### config.mk
export PLATFORM = sky130hd
export DESIGN_NAME = fib_prog_loader_flat
export DESIGN_NICKNAME = d
export VERILOG_FILES = /design/src/rtl/cpu_pkg.sv /design/src/rtl/fib_prog_loader_if.sv /design/src/rtl/instr_encoder.sv /design/src/rtl/fib_prog_loader.sv /design/src/flat_wrapper.sv
export SDC_FILE = /design/constraint.sdc
export NUM_CORES = 1
export LEC_CHECK = 0
export ABC_AREA = 1
export CORE_MARGIN = 2
export CORE_UTILIZATION = 42
export CTS_BUF_LIST = sky130_fd_sc_hd__clkbuf_4
export DETAILED_ROUTE_END_ITERATION = 8
export PLACE_DENSITY = 0.75
export SLEW_MARGIN = 20
export SYNTH_ARGS = -nofsm -noshare
export SYNTH_HDL_FRONTEND = slang
export SYNTH_SLANG_ARGS = --single-unit
### constraint.sdc
create_clock -name clk -period 2.3 [get_ports clk]
set_input_delay 0.345 -clock clk [delete_from_list [all_inputs] [get_ports clk]]
set_output_delay 0.345 -clock clk [all_outputs]
set_load 0.03 [all_outputs]
### src/rtl/cpu_pkg.sv
// Shared RV32I encoding constants and types used by the program loader and its encoder.
package cpu_pkg;

  localparam logic [6:0]  OPCODE_I_TYPE = 7'b0010011;
  localparam logic [6:0]  OPCODE_R_TYPE = 7'b0110011;
  localparam logic [6:0]  OPCODE_B_TYPE = 7'b1100011;
  localparam logic [2:0]  FUNCT3_ADD    = 3'b000;
  localparam logic [2:0]  FUNCT3_BNE    = 3'b001;
  localparam logic [6:0]  FUNCT7_ADD    = 7'b0000000;
  localparam logic [6:0]  FUNCT7_SUB    = 7'b0100000;
  localparam logic [31:0] NOP_WORD      = 32'h0000_0013;

  typedef enum logic [1:0] {ENC_ADDI, ENC_ADD, ENC_SUB, ENC_BNE} enc_op_t;

  typedef enum logic [1:0] {S_IDLE, S_LOAD, S_FILL, S_DONE} load_state_t;

endpackage

### src/rtl/fib_prog_loader_if.sv
// Instruction-memory write port: the loader drives we/addr/wdata, imem answers with ready.
interface fib_prog_loader_if #(
  parameter int ADDR_W = 32
);
  logic              imem_we;
  logic              imem_ready;
  logic [ADDR_W-1:0] imem_addr;
  logic [31:0]       imem_wdata;

  modport master (output imem_we, output imem_addr, output imem_wdata, input imem_ready);
  modport slave  (input imem_we, input imem_addr, input imem_wdata, output imem_ready);
endinterface

### src/rtl/instr_encoder.sv
// Combinational RV32I field-to-word encoder for addi, add, sub and bne.
module instr_encoder
  import cpu_pkg::*;
(
  input  enc_op_t     op,
  input  logic [4:0]  rd,
  input  logic [4:0]  rs1,
  input  logic [4:0]  rs2,
  input  logic [12:0] imm,
  output logic [31:0] word
);

  // Branch offsets are always even, so imm[0] has no slot in the B format.
  logic unused_imm0;
  assign unused_imm0 = imm[0];

  always_comb begin
    word = NOP_WORD;
    case (op)
      ENC_ADDI: word = {imm[11:0], rs1, FUNCT3_ADD, rd, OPCODE_I_TYPE};
      ENC_ADD:  word = {FUNCT7_ADD, rs2, rs1, FUNCT3_ADD, rd, OPCODE_R_TYPE};
      ENC_SUB:  word = {FUNCT7_SUB, rs2, rs1, FUNCT3_ADD, rd, OPCODE_R_TYPE};
      ENC_BNE:  word = {imm[12], imm[10:5], rs2, rs1, FUNCT3_BNE, imm[4:1], imm[11], OPCODE_B_TYPE};
      default:  word = NOP_WORD;
    endcase
  end

endmodule

### src/rtl/fib_prog_loader.sv
// Writes the Fibonacci program plus NOP padding into imem while holding the CPU in reset.
//  state  | meaning
//  S_IDLE | waiting for start
//  S_LOAD | writing program words idx 0..7
//  S_FILL | writing NOP padding idx 8..IMEM_DEPTH-1
//  S_DONE | one-cycle done/err pulse, releases cpu_hold on success
module fib_prog_loader
  import cpu_pkg::*;
#(
  parameter int IMEM_DEPTH = 16,
  parameter int ADDR_W     = 32
) (
  input  logic              clk,
  input  logic              rst,
  input  logic              start,
  input  logic [10:0]       n_iter,
  fib_prog_loader_if.master imem,
  output logic              busy,
  output logic              done,
  output logic              err,
  output logic              cpu_hold
);

  localparam int IDX_W    = $clog2(IMEM_DEPTH);
  localparam bit HAS_FILL = (IMEM_DEPTH > 8);

  if (IMEM_DEPTH < 8) begin : g_depth_check
    $error("fib_prog_loader: IMEM_DEPTH must be >= 8");
  end

  load_state_t       state_q, state_d;
  logic [IDX_W-1:0]  idx_q, idx_d;
  logic [10:0]       n_lat;
  logic              xfer;
  logic              emit;

  enc_op_t           f_op;
  logic [4:0]        f_rd, f_rs1, f_rs2;
  logic [12:0]       f_imm;
  logic [31:0]       enc_word;

  assign xfer = imem.imem_we && imem.imem_ready;
  assign emit = (state_d == S_LOAD) || (state_d == S_FILL);

  always_comb begin
    state_d = state_q;
    idx_d   = idx_q;
    case (state_q)
      S_IDLE: begin
        if (start) begin
          idx_d   = '0;
          state_d = (n_iter != 11'd0) ? S_LOAD : S_DONE;
        end
      end
      S_LOAD: begin
        if (xfer) begin
          idx_d = idx_q + 1'b1;
          if (idx_q == IDX_W'(7)) state_d = HAS_FILL ? S_FILL : S_DONE;
        end
      end
      S_FILL: begin
        if (xfer) begin
          if (idx_q == IDX_W'(IMEM_DEPTH - 1)) state_d = S_DONE;
          else                                 idx_d   = idx_q + 1'b1;
        end
      end
      S_DONE:  state_d = S_IDLE;
      default: state_d = S_IDLE;
    endcase
  end

  // Fields are looked up for the next index so the output registers load the word in step with idx.
  always_comb begin
    f_op  = ENC_ADDI;
    f_rd  = 5'd0;
    f_rs1 = 5'd0;
    f_rs2 = 5'd0;
    f_imm = 13'd0;
    case (idx_d[2:0])
      3'd0: begin f_op = ENC_ADDI; f_rd = 5'd1; f_rs1 = 5'd0; f_imm = 13'd0; end
      3'd1: begin f_op = ENC_ADDI; f_rd = 5'd2; f_rs1 = 5'd0; f_imm = 13'd1; end
      3'd2: begin f_op = ENC_ADDI; f_rd = 5'd3; f_rs1 = 5'd0; f_imm = {2'b00, n_lat}; end
      3'd3: begin f_op = ENC_ADD;  f_rd = 5'd4; f_rs1 = 5'd1; f_rs2 = 5'd2; end
      3'd4: begin f_op = ENC_ADD;  f_rd = 5'd1; f_rs1 = 5'd2; f_rs2 = 5'd0; end
      3'd5: begin f_op = ENC_ADD;  f_rd = 5'd2; f_rs1 = 5'd4; f_rs2 = 5'd0; end
      3'd6: begin f_op = ENC_ADDI; f_rd = 5'd3; f_rs1 = 5'd3; f_imm = 13'h1FFF; end
      3'd7: begin f_op = ENC_BNE;  f_rs1 = 5'd3; f_rs2 = 5'd0; f_imm = 13'h1FF0; end
      default: f_op = ENC_ADDI;
    endcase
  end

  instr_encoder u_encoder (
    .op   (f_op),
    .rd   (f_rd),
    .rs1  (f_rs1),
    .rs2  (f_rs2),
    .imm  (f_imm),
    .word (enc_word)
  );

  always_ff @(posedge clk) begin
    if (rst) begin
      state_q         <= S_IDLE;
      idx_q           <= '0;
      n_lat           <= '0;
      imem.imem_we    <= 1'b0;
      imem.imem_addr  <= '0;
      imem.imem_wdata <= '0;
      busy            <= 1'b0;
      done            <= 1'b0;
      err             <= 1'b0;
      cpu_hold        <= 1'b1;
    end else begin
      state_q         <= state_d;
      idx_q           <= idx_d;
      imem.imem_we    <= emit;
      imem.imem_addr  <= emit ? ADDR_W'({idx_d, 2'b00}) : '0;
      imem.imem_wdata <= emit ? ((state_d == S_FILL) ? NOP_WORD : enc_word) : '0;
      busy            <= emit;
      done            <= (state_d == S_DONE);
      err             <= (state_q == S_IDLE) && start && (n_iter == 11'd0);
      if ((state_q == S_IDLE) && start && (n_iter != 11'd0)) begin
        n_lat    <= n_iter;
        cpu_hold <= 1'b1;
      end
      // err is high for exactly the DONE cycle of a rejected request.
      if ((state_q == S_DONE) && !err) cpu_hold <= 1'b0;
    end
  end

endmodule

### src/flat_wrapper.sv
// flat-port wrapper written by rule: the top's interface ports become plain ports
module fib_prog_loader_flat import cpu_pkg::*;
#(
  parameter int IMEM_DEPTH = 16,
  parameter int ADDR_W     = 32
)
  (clk, rst, start, n_iter, busy, done, err, cpu_hold, imem_imem_we, imem_imem_addr, imem_imem_wdata, imem_imem_ready);
  fib_prog_loader_if #(.ADDR_W(ADDR_W)) imem_i ();
  input  logic clk;
  input  logic rst;
  input  logic start;
  input  logic [10:0] n_iter;
  output logic busy;
  output logic done;
  output logic err;
  output logic cpu_hold;
  output wire logic [$bits(imem_i.imem_we)-1:0] imem_imem_we;
  output wire logic [$bits(imem_i.imem_addr)-1:0] imem_imem_addr;
  output wire logic [$bits(imem_i.imem_wdata)-1:0] imem_imem_wdata;
  input wire logic [$bits(imem_i.imem_ready)-1:0] imem_imem_ready;
  assign imem_imem_we = imem_i.imem_we;
  assign imem_imem_addr = imem_i.imem_addr;
  assign imem_imem_wdata = imem_i.imem_wdata;
  assign imem_i.imem_ready = imem_imem_ready;
  fib_prog_loader #(.IMEM_DEPTH(IMEM_DEPTH), .ADDR_W(ADDR_W)) u_core (.clk(clk), .rst(rst), .start(start), .n_iter(n_iter), .imem(imem_i), .busy(busy), .done(done), .err(err), .cpu_hold(cpu_hold));
endmodule
==> results of run 1 <==
==> layer usage <==
layer  GRT usage [%]  up-vias  wire [um]
li1                -     1052          -
met1            19.2      914       2130
met2            25.3       76       2350
met3            2.92        9        318
met4            6.78        0         95
met5               0        -          0
==> tightest hold or removal path: stages (launching register included) <==
cell and delay, ps:
dfxtp_1 320, inv_1 60, a21oi_1 50
==> final cells by class <==
cell class	instances	area (um2)	share of cell area (%)
Inverter	31	119	3.60
Timing Repair Buffer	92	817	24.7
Multi-Input combinational cell	209	1210	36.7
Tap cell	72	90.1	2.73
Clock buffer	6	45.0	1.36
Sequential cell	49	986	29.9
Clock inverter	2	33.8	1.02
==> report_power, final <==
group          leakage [nW]  switching [mW]  total, mW  internal, mW
registers             0.400          0.0125      0.885         0.872
clock network        0.0433           0.249      0.487         0.238
logic                  1.04           0.188      0.294         0.105
total                  1.49           0.450       1.67          1.22
==> worst min-delay path by stage <==
stage                          from               to  slack, ps  depth (start not counted)
finish              u_core.n_lat[6]  u_core.n_lat[6]        460                          2
global route        u_core.n_lat[5]  u_core.n_lat[5]        490                          2
CTS                 u_core.n_lat[6]  u_core.n_lat[6]        470                          2
detailed placement  u_core.n_lat[6]  u_core.n_lat[6]        450                          2
global placement    u_core.n_lat[6]  u_core.n_lat[6]        440                          2
floorplan           u_core.n_lat[5]  u_core.n_lat[5]        420                          2
==> what timing repair did <==
action,4_1_cts,5_1_grt
resized for setup,0,15
setup endpoints to repair,0,22
setup buffers,0,2
==> per-stage QoR <==
step / instances / worst slack (ps) / power, mW / util, % / area, um2
finish: 461 / 140 / 1.67 / 59.2 / 3300
global route: 461 / -5.74 / 1.75 / 59.2 / 3300
CTS: 459 / 21.0 / 1.67 / 58.0 / 3240
detailed placement: 451 / -208 / 1.19 / 56.6 / 3160
global placement: 451 / -177 / 1.18 / 56.6 / 3160
floorplan: 333 / 23.0 / 1.13 / - / 2590
==> placed cells by master (no fill, tap or decap), types with 2 or more instances in the layout <==
master / count
clkdlybuf4s50_1: 49
nand2_1: 47
dfxtp_1: 45
buf_4: 42
conb_1: 34
inv_1: 24
nor2_1: 24
nand3_1: 17
a21oi_1: 17
nand2_2: 10
o21ai_0: 10
nand2_4: 9
nor2_2: 9
inv_2: 6
clkbuf_4: 6
ha_1: 5
dfxtp_2: 4
nor2_4: 3
a21oi_4: 2
nand3_2: 2
a21oi_2: 2
==> state kept, by name, indices dropped and copies added (netlist names) <==
signal	flops
u_core.n_lat	11
u_core.imem.imem_we	1
u_core.done	1
u_core.idx_q	4
u_core.err	1
u_core.cpu_hold	1
u_core.state_q	2
u_core.imem.imem_wdata	24
u_core.imem.imem_addr	4
==> cells by family (layout without fill, tap and decap cells) <==
| family | after synthesis | after routing | share of synthesized area [%] |
|---|---|---|---|
| AO/OA/AOI/OAI | 38 | 38 | 9.64 |
| adder cells (fa/ha/maj) | 7 | 7 | 3.55 |
| buffers and inverters | 75 | 131 | 18.0 |
| flip-flops | 49 | 49 | 39.8 |
| other | 1 | 34 | 0.152 |
| AND/OR/NAND/NOR | 130 | 130 | 29.0 |
==> qor.log, run 1 <==
qor: die.floorplan.die_area 6500 um2
qor: yosys.register_area_share_after_synthesis 39.8%
qor: layout.antenna-diode-count 0
qor: die.die_width 80.6 um
qor: worst_setup_path.crit_slowest_cell dfxtp_1
qor: placement.numPortBuffers 49
qor: worst_setup_path.worstSetupEndpoint u_core.imem.imem_wdata[8]
qor: yosys.synthesis.area 2470 um2
qor: worst_setup_path.criticalPathCategory reg2reg
qor: placement.place_congestion 0.925
qor: worst_setup_path.startpoint u_core.idx_q[1]
qor: sta.min_period 2160 ps
qor: yosys.distinct_cells_synth 37
qor: clocking.path_clk_slew 130 ps
qor: drt.drc 0
qor: layout.layout.filler_cells 528
qor: global_routing.first_pass_grt_wire_length 7670 um
qor: sta.max_freq 463 MHz
qor: placement.placed_wire_length_estimate 3860 um
qor: worst_setup_path.worstRegToRegCells 12
qor: worst_setup_path.critical_path.reg2reg.endpoint u_core.imem.imem_wdata[8]
qor: die.core 5570 um2
qor: clocking.cts.path.max_buffers 2
qor: sta.timing_hold_violations_final 0
qor: worst_setup_path.worst_setup_path_end_kind register
qor: pwr.max-vdd-ir-drop 0.257 mV
qor: worst_setup_path.crit_arrival 2470 ps
qor: die.row_count 27
qor: yosys.synth.yosys.warnings 0
qor: global_routing.grt_pass1_vias 1,803
qor: drt.drt_pass1_iterations 5
qor: clocking.cts_made_buffers 5
qor: clocking.ctsHtreeMaxLevel 2
qor: job.max-cap-violations 0
qor: clocking.cts_root_buf clkbuf_4
qor: sta.setup_viol 0
qor: die.chipHeight 80.6 um
qor: worst_setup_path.max_stage_delay 360 ps
qor: drt.drtAntennaViolNets 0
qor: global_routing.grt.overflow.total 0
qor: sta.setup_tns_final 0 ps
qor: yosys.synthesis.area_per_instance 8.22 um2
qor: status.outcome finished, final reports clean
qor: drt.routed-via-count 2,051
qor: yosys.ys_async_rst_share 0%
qor: drt.wl_per_cell 10.6 um
qor: worst_setup_path.critical_path_depth 12
qor: global_routing.groute.usage.overall 15.3%
qor: sta.minimum_hold_slack 462 ps
qor: worst_setup_path.critPathTopFamily simple AND/OR/NAND/NOR gates
qor: yosys.most_frequently_used_cell_type_in_the_post_synthesis_netlist dfxtp_1
qor: yosys.synthTopCellsByCount dfxtp_1 (49), nand2_1 (48), buf_4 (38)
qor: sta.maxSlewViolCount 0
qor: yosys.ys_ff_latch 49
qor: worst_setup_path.critPathMaxFanout 4
qor: worst_setup_path.setup.worst_path.start_class register
qor: pwr.cellLeakagePower 1.49 nW
qor: worst_setup_path.worst_endpoint_required_time 2610 ps
qor: layout.layout.nets 410
qor: drt.postRouteWirelength 4890 um
qor: global_routing.antenna_found_initial 0
qor: layout.area_growth_syn_to_layout 33.8%
qor: worst_setup_path.reg2reg_setup_slack 140 ps
qor: worst_setup_path.reg2reg_from u_core.idx_q[1]
qor: die.initial_utilization 44.3%
qor: worst_setup_path.cp_cell_sequence ha_1 > nand2_1 > inv_1 > a31oi_2 > o31ai_2 > inv_1 > ha_1 > nand2_2 > nor2_4 > inv_2 > or2_2 > a21oi_2
qor: layout.drive_above_1_share 28.0%
qor: drt.detail_route.vias_per_cell 4.45
qor: clocking.tritoncts_num_sinks 49
qor: drt.drtIter0Drc 101
qor: clocking.tritoncts_clock_tree done
qor: worst_setup_path.total_buffers_and_inverters_traversed_by_the_critical_path 3
qor: clocking.clock_insertion_delay_worst_skew 360 ps
qor: die.floorplan.io_pins 84
qor: hold_path.hold_path_class reg2reg
qor: yosys.postSynthCellCount 300
qor: sta.share_of_the_clock_period_used_by_the_worst_path_after_layout 93.9%
qor: yosys.ys_top_cells_by_area dfxtp_1 (40%), buf_4 (12%), nand2_1 (7.3%)
qor: yosys.synth_flop_cell dfxtp_1
qor: yosys.number_of_enable_flip_flop_cells_after_synthesis 0
qor: yosys.yosysTopAreaCellShare 39.8%
qor: global_routing.grt_start_max_net_pins 18
qor: sta.fin_skew 12.6 ps
qor: pwr.power_density 504 nW/um2
qor: clocking.post_cts_hold_buffer_count 0
qor: yosys.synth_area_leader_cell dfxtp_1
(Power assumes the default switching activity.)
==> inputs of run 2 (changes only) <==
Settings changed: CORE_MARGIN 2 to 5.
==> run 2 against run 1 <==
  * Register-to-register slack gained 20 ps
  * Worst setup slack gained 16 ps
  * Final area is essentially flat
  * Worst hold slack lost 6.7 ps
  * Sequential power is essentially flat
  * Total power grew 1.1%
  * First-iteration DRC count grew 2.0%
  * Combinational power is essentially flat
  * Clock-buffer cell count shrank 1
  * Critical path depth grew 1
  * Largest cell class unchanged
==> qor.log, run 2 (synthesized netlist as in run 1, its figures left out) <==
qor: status.outcome finished, final reports clean
qor: layout.largest-register u_core.imem.imem_wdata
qor: die.core 5820 um2 [+4.3%]
qor: drt.routed-via-count 2,030 [-1.0%]
qor: layout.layout.area.seq 986 um2 [unchanged]
qor: pwr.max-vdd-ir-drop 0.321 mV [+25%]
qor: layout.multi_input_area 1220 um2 [+0.93%]
qor: sta.maxSlewViolCount 0 [unchanged]
qor: layout.drive_above_1_share 27.9% [-0.11 points]
qor: drt.wl_per_cell 11.2 um [+5.2%]
qor: drt.postRouteWirelength 5160 um [+5.4%]
qor: die.initial_utilization 42.4% [-1.8 points]
qor: global_routing.grt_pass1_vias 1,885 [+4.5%]
qor: worst_setup_path.critPathMaxFanout 3 [-1]
qor: die.row_count 28 [+3.7%]
qor: clocking.path_clk_slew 140 ps [about the same]
qor: worst_setup_path.crit_slowest_cell dfxtp_2
qor: global_routing.first_pass_grt_wire_length 8360 um [+8.9%]
qor: drt.drtIter0Drc 103 [+2.0%]
qor: die.floorplan.die_area 7510 um2 [+15%]
qor: sta.timing_hold_violations_final 0 [unchanged]
qor: clocking.cts.path.max_buffers 2 [unchanged]
qor: sta.setup_viol 0 [unchanged]
qor: sta.unrepaired_setup_endpoints_after_global_routing true
qor: worst_setup_path.total_buffers_and_inverters_traversed_by_the_critical_path 4 [+1]
qor: drt.detail_route.vias_per_cell 4.39 [-1.2%]
qor: drt.drt_pass1_iterations 4 [-1]
qor: worst_setup_path.cp_cell_sequence ha_2 > nand2_1 > inv_1 > a31oi_4 > o21ai_0 > inv_1 > nand2_1 > buf_4 > ha_1 > nor2_4 > inv_1 > or2_2 > a21oi_2
qor: worst_setup_path.crit_arrival 2460 ps [about the same]
qor: layout.final_cell_mix clkdlybuf4s50_1 (49), nand2_1 (48), dfxtp_1 (45)
qor: drt.drc 0 [unchanged]
qor: sta.max_freq 466 MHz [+0.74%]
qor: sta.share_of_the_clock_period_used_by_the_worst_path_after_layout 93.2% [-0.69 points]
qor: sta.fin_skew 9.88 ps [-2.73 ps]
qor: worst_setup_path.reg2reg_setup_slack 160 ps [+20 ps]
qor: die.die_width 86.6 um [+7.4%]
qor: sta.setup_tns_final 0 ps [unchanged]
qor: pwr.power_density 510 nW/um2 [+1.1%]
qor: pwr.cellLeakagePower 1.48 nW [-0.35%]
qor: sta.min_period 2140 ps [-16.0 ps]
qor: job.max-cap-violations 0 [unchanged]
qor: layout.layout.nets 408 [-0.49%]
qor: worst_setup_path.criticalPathCategory reg2reg
qor: die.chipHeight 86.6 um [+7.4%]
qor: clocking.cts_root_buf clkbuf_4
qor: clocking.tritoncts_num_sinks 49 [unchanged]
qor: clocking.post_cts_hold_buffer_count 0 [unchanged]
qor: global_routing.antenna_found_initial 0 [unchanged]
qor: worst_setup_path.critPathTopFamily simple AND/OR/NAND/NOR gates
qor: placement.place_congestion 0.943 [+1.9%]
qor: global_routing.grt.overflow.total 0 [unchanged]
qor: layout.top_registers u_core.imem.imem_wdata: 24 flops, u_core.n_lat: 11 flops
qor: clocking.ctsHtreeMaxLevel 2 [unchanged]
qor: layout.layout.filler_cells 556 [+5.3%]
qor: placement.numPortBuffers 49 [unchanged]
qor: worst_setup_path.worst_endpoint_required_time 2620 ps [about the same]
qor: layout.largest_register_ffs 24 [unchanged]
qor: global_routing.groute.usage.overall 13.9% [-1.4 points]
qor: clocking.clock_insertion_delay_worst_skew 360 ps [about the same]
qor: drt.drtAntennaViolNets 0 [unchanged]
qor: clocking.tritoncts_clock_tree done
qor: layout.antenna-diode-count 0 [unchanged]
qor: layout.layout.core_utilization 56.8% [-2.5 points]
qor: worst_setup_path.max_stage_delay 350 ps [about the same]
qor: worst_setup_path.worst_setup_path_end_kind register
qor: worst_setup_path.cpMostUsedCell inv_1
qor: placement.placed_wire_length_estimate 4080 um [+5.7%]
qor: clocking.cts_made_buffers 5 [unchanged]
qor: layout.area_growth_syn_to_layout 33.8% [about the same]
qor: pwr.post-layout-total-power 1.68 mW [+1.1%]
qor: die.floorplan.io_pins 84 [unchanged]
qor: global_routing.grt_start_max_net_pins 18 [unchanged]
qor: worst_setup_path.setup.worst_path.start_class register
qor: layout.final_common_cell clkdlybuf4s50_1
qor: hold_path.hold_path_class reg2reg
## run 2: cell count changes in the layout (fill, tap and decap cells not counted), sizes merged
cell,previous run,this run
inv,31,32
buf,43,41
clkbuf,6,5
## run 2: tightest hold or removal path: cells and delay by family, from the launching register on
family / cells / cell delay [ps]
compound gates: 1 / 50
buf+inv: 1 / 50
flops: 1 / 320
## run 2: area by class of cell
| type | count | share of cell area (%) |
|---|---|---|
| tap | 75 | 2.84 |
| timing repair buffer | 90 | 24.2 |
| multi-input combinational | 209 | 37.0 |
| inverter | 31 | 3.60 |
| sequential | 49 | 29.9 |
| clock buffer | 5 | 1.14 |
| clock inverter | 3 | 1.33 |
## run 2: worst paths after layout
kind / startpoint / endpoint / depth (start not counted)
setup / recovery: u_core.idx_q[0] / u_core.imem.imem_wdata[8] / 13
hold / removal: u_core.n_lat[5] / u_core.n_lat[5] / 2
setup reg to reg: u_core.idx_q[0] / u_core.imem.imem_wdata[8] / 13
hold reg to reg: u_core.n_lat[5] / u_core.n_lat[5] / 2
## run 2: through the flow
stage	setup slack, ps	instances	cell area (um2)	hold WS (ps)
finish	156	462	3300	455
detailed placement	-233	452	3150	442
CTS	4.43	460	3240	461
floorplan	23.0	333	2590	424
global placement	-135	452	3150	441
global route	-32.1	462	3300	483
## run 2: layer usage
metal	up-vias	share of wire (%)	track usage (%)	wire length, um
li1	1045	-	-	-
met1	909	45	18.2	2340
met2	70	46	22.5	2380
met3	6	7.3	3.52	379
met4	0	1.2	4.39	63
met5	-	0	0	0
## run 2: where the power goes
part,switching [mW],total (mW),internal [mW],leakage (nW)
Combinational,0.190,0.291,0.101,1.03
Clock,0.279,0.510,0.231,0.0456
Sequential,0.0108,0.883,0.872,0.400
## run 2: repair_timing
action                                  CTS  global route
resized for setup                         2            12
buffers inserted                          0             2
endpoints found under the setup margin    2            22
pin swaps                                 0             3
==> inputs of run 3 (changes only) <==
Settings changed: RECOVER_POWER set to 50.
==> run 3 against run 2 <==
  * Fmax is essentially flat
  * Combinational power about the same
  * Critical path depth unchanged
  * Routed wire length decreased by 0.39%
  * Clock-buffer cell count is the same
  * Sequential power about the same
  * Worst hold slack about the same
  * Worst setup slack hardly changed
  * Total power stayed put
  * First-iteration DRC count down 0.97%
==> qor.log, run 3 (synthesized netlist as in run 1, its figures left out) <==
qor: pwr.p_switching 0.479 mW [about the same]
qor: placement.post_dp_cell_area 3150 um2 [unchanged]
qor: pwr.switching_share 28.5% [about the same]
qor: layout.final_common_cell clkdlybuf4s50_1
qor: worst_setup_path.cpMostUsedCell inv_1
qor: drt.drt_pass1_iterations 4 [unchanged]
qor: pwr.power_frac_comb 17.3% [about the same]
qor: clocking.cts.path.max_buffers 2 [unchanged]
qor: pwr.cellLeakagePower 1.48 nW [-0.28%]
qor: layout.layout.core_utilization 56.7% [-0.065 points]
qor: worst_setup_path.crit_slowest_cell dfxtp_2
qor: layout.antenna-diode-count 0 [unchanged]
qor: sta.max_freq 466 MHz [about the same]
qor: global_routing.grt_pass1_vias 1,885 [unchanged]
qor: layout.drive_above_1_share 27.6% [-0.26 points]
qor: sta.fin_skew 8.84 ps [-1.03 ps]
qor: worst_setup_path.criticalPathCategory reg2reg
qor: drt.detail_route.vias_per_cell 4.38 [-0.34%]
qor: clocking.cts_made_buffers 5 [unchanged]
qor: sta.maxSlewViolCount 0 [unchanged]
qor: global_routing.first_pass_grt_wire_length 8360 um [unchanged]
qor: pwr.p_clk_share 30.3% [about the same]
qor: die.floorplan.io_pins 84 [unchanged]
qor: global_routing.grt_start_max_net_pins 18 [unchanged]
qor: layout.largest_register_ffs 24 [unchanged]
qor: clocking.cts_root_buf clkbuf_4
qor: layout.top_registers u_core.imem.imem_wdata: 24 flops, u_core.n_lat: 11 flops
qor: worst_setup_path.startpoint u_core.idx_q[0]
qor: status.outcome finished, final reports clean
qor: drt.drc 0 [unchanged]
qor: job.max-cap-violations 0 [unchanged]
qor: placement.numPortBuffers 49 [unchanged]
qor: placement.place_congestion 0.943 [unchanged]
qor: layout.layout.filler_cells 556 [unchanged]
qor: worst_setup_path.cp_cell_sequence ha_2 > nand2_1 > inv_1 > a31oi_4 > o21ai_0 > inv_1 > nand2_1 > buf_4 > ha_1 > nor2_4 > inv_1 > or2_2 > a21oi_2
qor: worst_setup_path.critPathMaxFanout 3 [unchanged]
qor: die.floorplan.die_area 7510 um2 [unchanged]
qor: global_routing.antenna_found_initial 0 [unchanged]
qor: clocking.clock_insertion_delay_worst_skew 360 ps [about the same]
qor: layout.area_growth_syn_to_layout 33.6%
qor: layout.layout.nets 408 [unchanged]
qor: worst_setup_path.worst_endpoint_required_time 2610 ps [about the same]
qor: die.die_width 86.6 um [unchanged]
qor: sta.minimum_hold_slack 455 ps [-0.0110 ps]
qor: worst_setup_path.setup.worst_path.start_class register
qor: layout.final_cell_mix clkdlybuf4s50_1 (49), nand2_1 (48), dfxtp_1 (45)
qor: worst_setup_path.reg2reg_from u_core.idx_q[0]
qor: pwr.power.share.sequential 52.4% [about the same]
qor: global_routing.grt.overflow.total 0 [unchanged]
qor: drt.drtIter0Drc 102 [-0.97%]
qor: global_routing.groute.usage.overall 13.9% [unchanged]
qor: pwr.internal_power 1.20 mW [about the same]
qor: sta.timing_hold_violations_final 0 [unchanged]
qor: hold_path.min_from u_core.n_lat[5]
qor: clocking.tritoncts_clock_tree done
qor: drt.postRouteWirelength 5140 um [-0.39%]
qor: pwr.power_density 511 nW/um2 [+0.11%]
qor: clocking.tritoncts_num_sinks 49 [unchanged]
qor: sta.share_of_the_clock_period_used_by_the_worst_path_after_layout 93.2% [about the same]
qor: layout.finished_layout_cell_area 3300 um2 [-0.11%]
qor: sta.setup_viol 0 [unchanged]
qor: placement.placed_wire_length_estimate 4080 um [unchanged]
qor: drt.drtAntennaViolNets 0 [unchanged]
qor: drt.routed-via-count 2,023 [-0.34%]
qor: sta.unrepaired_setup_endpoints_after_global_routing true
qor: die.row_count 28 [unchanged]
qor: hold_path.hold_path_class reg2reg
qor: clocking.post_cts_hold_buffer_count 0 [unchanged]
qor: die.initial_utilization 42.4% [unchanged]
qor: worst_setup_path.crit_arrival 2460 ps [about the same]
qor: pwr.max-vdd-ir-drop 0.322 mV [+0.17%]
qor: layout.largest-register u_core.imem.imem_wdata
qor: sta.min_period 2140 ps [-0.438 ps]
qor: clocking.path_clk_slew 140 ps [about the same]
qor: clocking.ctsHtreeMaxLevel 2 [unchanged]
qor: drt.wl_per_cell 11.1 um [-0.39%]
qor: die.core 5820 um2 [unchanged]
qor: worst_setup_path.worst_setup_path_end_kind register
qor: worst_setup_path.max_stage_delay 350 ps [about the same]
qor: die.chipHeight 86.6 um [unchanged]
## run 3: changes by cell type in the layout (fill, tap and decap cells not counted)
cell,delta
buf_4,-1
clkbuf_1,+1
## run 3: power by group through the flow
stage / logic (mW) / registers [mW] / clock network [mW]
2_1_floorplan: 0.217 / 0.916 / 0
3_3_place_gp: 0.281 / 0.901 / 0
3_5_place_dp: 0.282 / 0.902 / 0
4_1_cts: 0.284 / 0.883 / 0.521
5_1_grt: 0.314 / 0.887 / 0.551
6_report: 0.291 / 0.883 / 0.510
## run 3: critical path, delay by kind of cell (launching register included)
| family | cells | cell delay [ps] |
|---|---|---|
| AOI/OAI and AO/OA | 3 | 410 |
| adders and majority gates | 2 | 430 |
| buffers and inverters | 4 | 360 |
| DFF | 1 | 350 |
| and+or+nand+nor | 4 | 540 |
## run 3: path summary, 6_finish.rpt
kind                            cells past startpoint  slack, ps                   endpoint
worst max-delay path                               13        160  u_core.imem.imem_wdata[8]
worst min-delay path                                2        460            u_core.n_lat[5]
worst max register to register                     13        160  u_core.imem.imem_wdata[8]
worst min register to register                      2        460            u_core.n_lat[5]
## run 3: stage by stage
stage	setup slack (ps)	power (mW)	instances	setup TNS, ps
3_3_place_gp	-135	1.18	452	-1380
6_report	156	1.68	462	0
3_5_place_dp	-233	1.18	452	-2280
5_1_grt	-32.1	1.75	462	-63.9
2_1_floorplan	23.0	1.13	333	0
4_1_cts	4.43	1.69	460	0
## run 3: final cells by class
| class | count | area, um2 | area share [%] |
|---|---|---|---|
| clock buffers | 5 | 37.5 | 1.14 |
| clock inverters | 3 | 43.8 | 1.33 |
| inverters | 31 | 119 | 3.61 |
| multi-input cells | 209 | 1220 | 37.1 |
| flip-flops and latches | 49 | 986 | 29.9 |
| well taps | 75 | 93.8 | 2.85 |
| repair buffers | 90 | 795 | 24.1 |
## run 3: layer usage
metal | vias to the layer above | global-route usage [%] | wire length [um]
met5 | - | 0 | 0
met4 | 0 | 4.39 | 63
met3 | 6 | 3.52 | 401
met2 | 71 | 22.5 | 2380
met1 | 902 | 18.2 | 2300
li1 | 1044 | - | -
## run 3: timing repair
action                                 in CTS  in global routing
setup endpoints to repair                   2                 22
buffers inserted                            0                  2
gates resized for setup                     2                 12
endpoints found under the hold margin       0                  0
pin swaps                                   0                  3
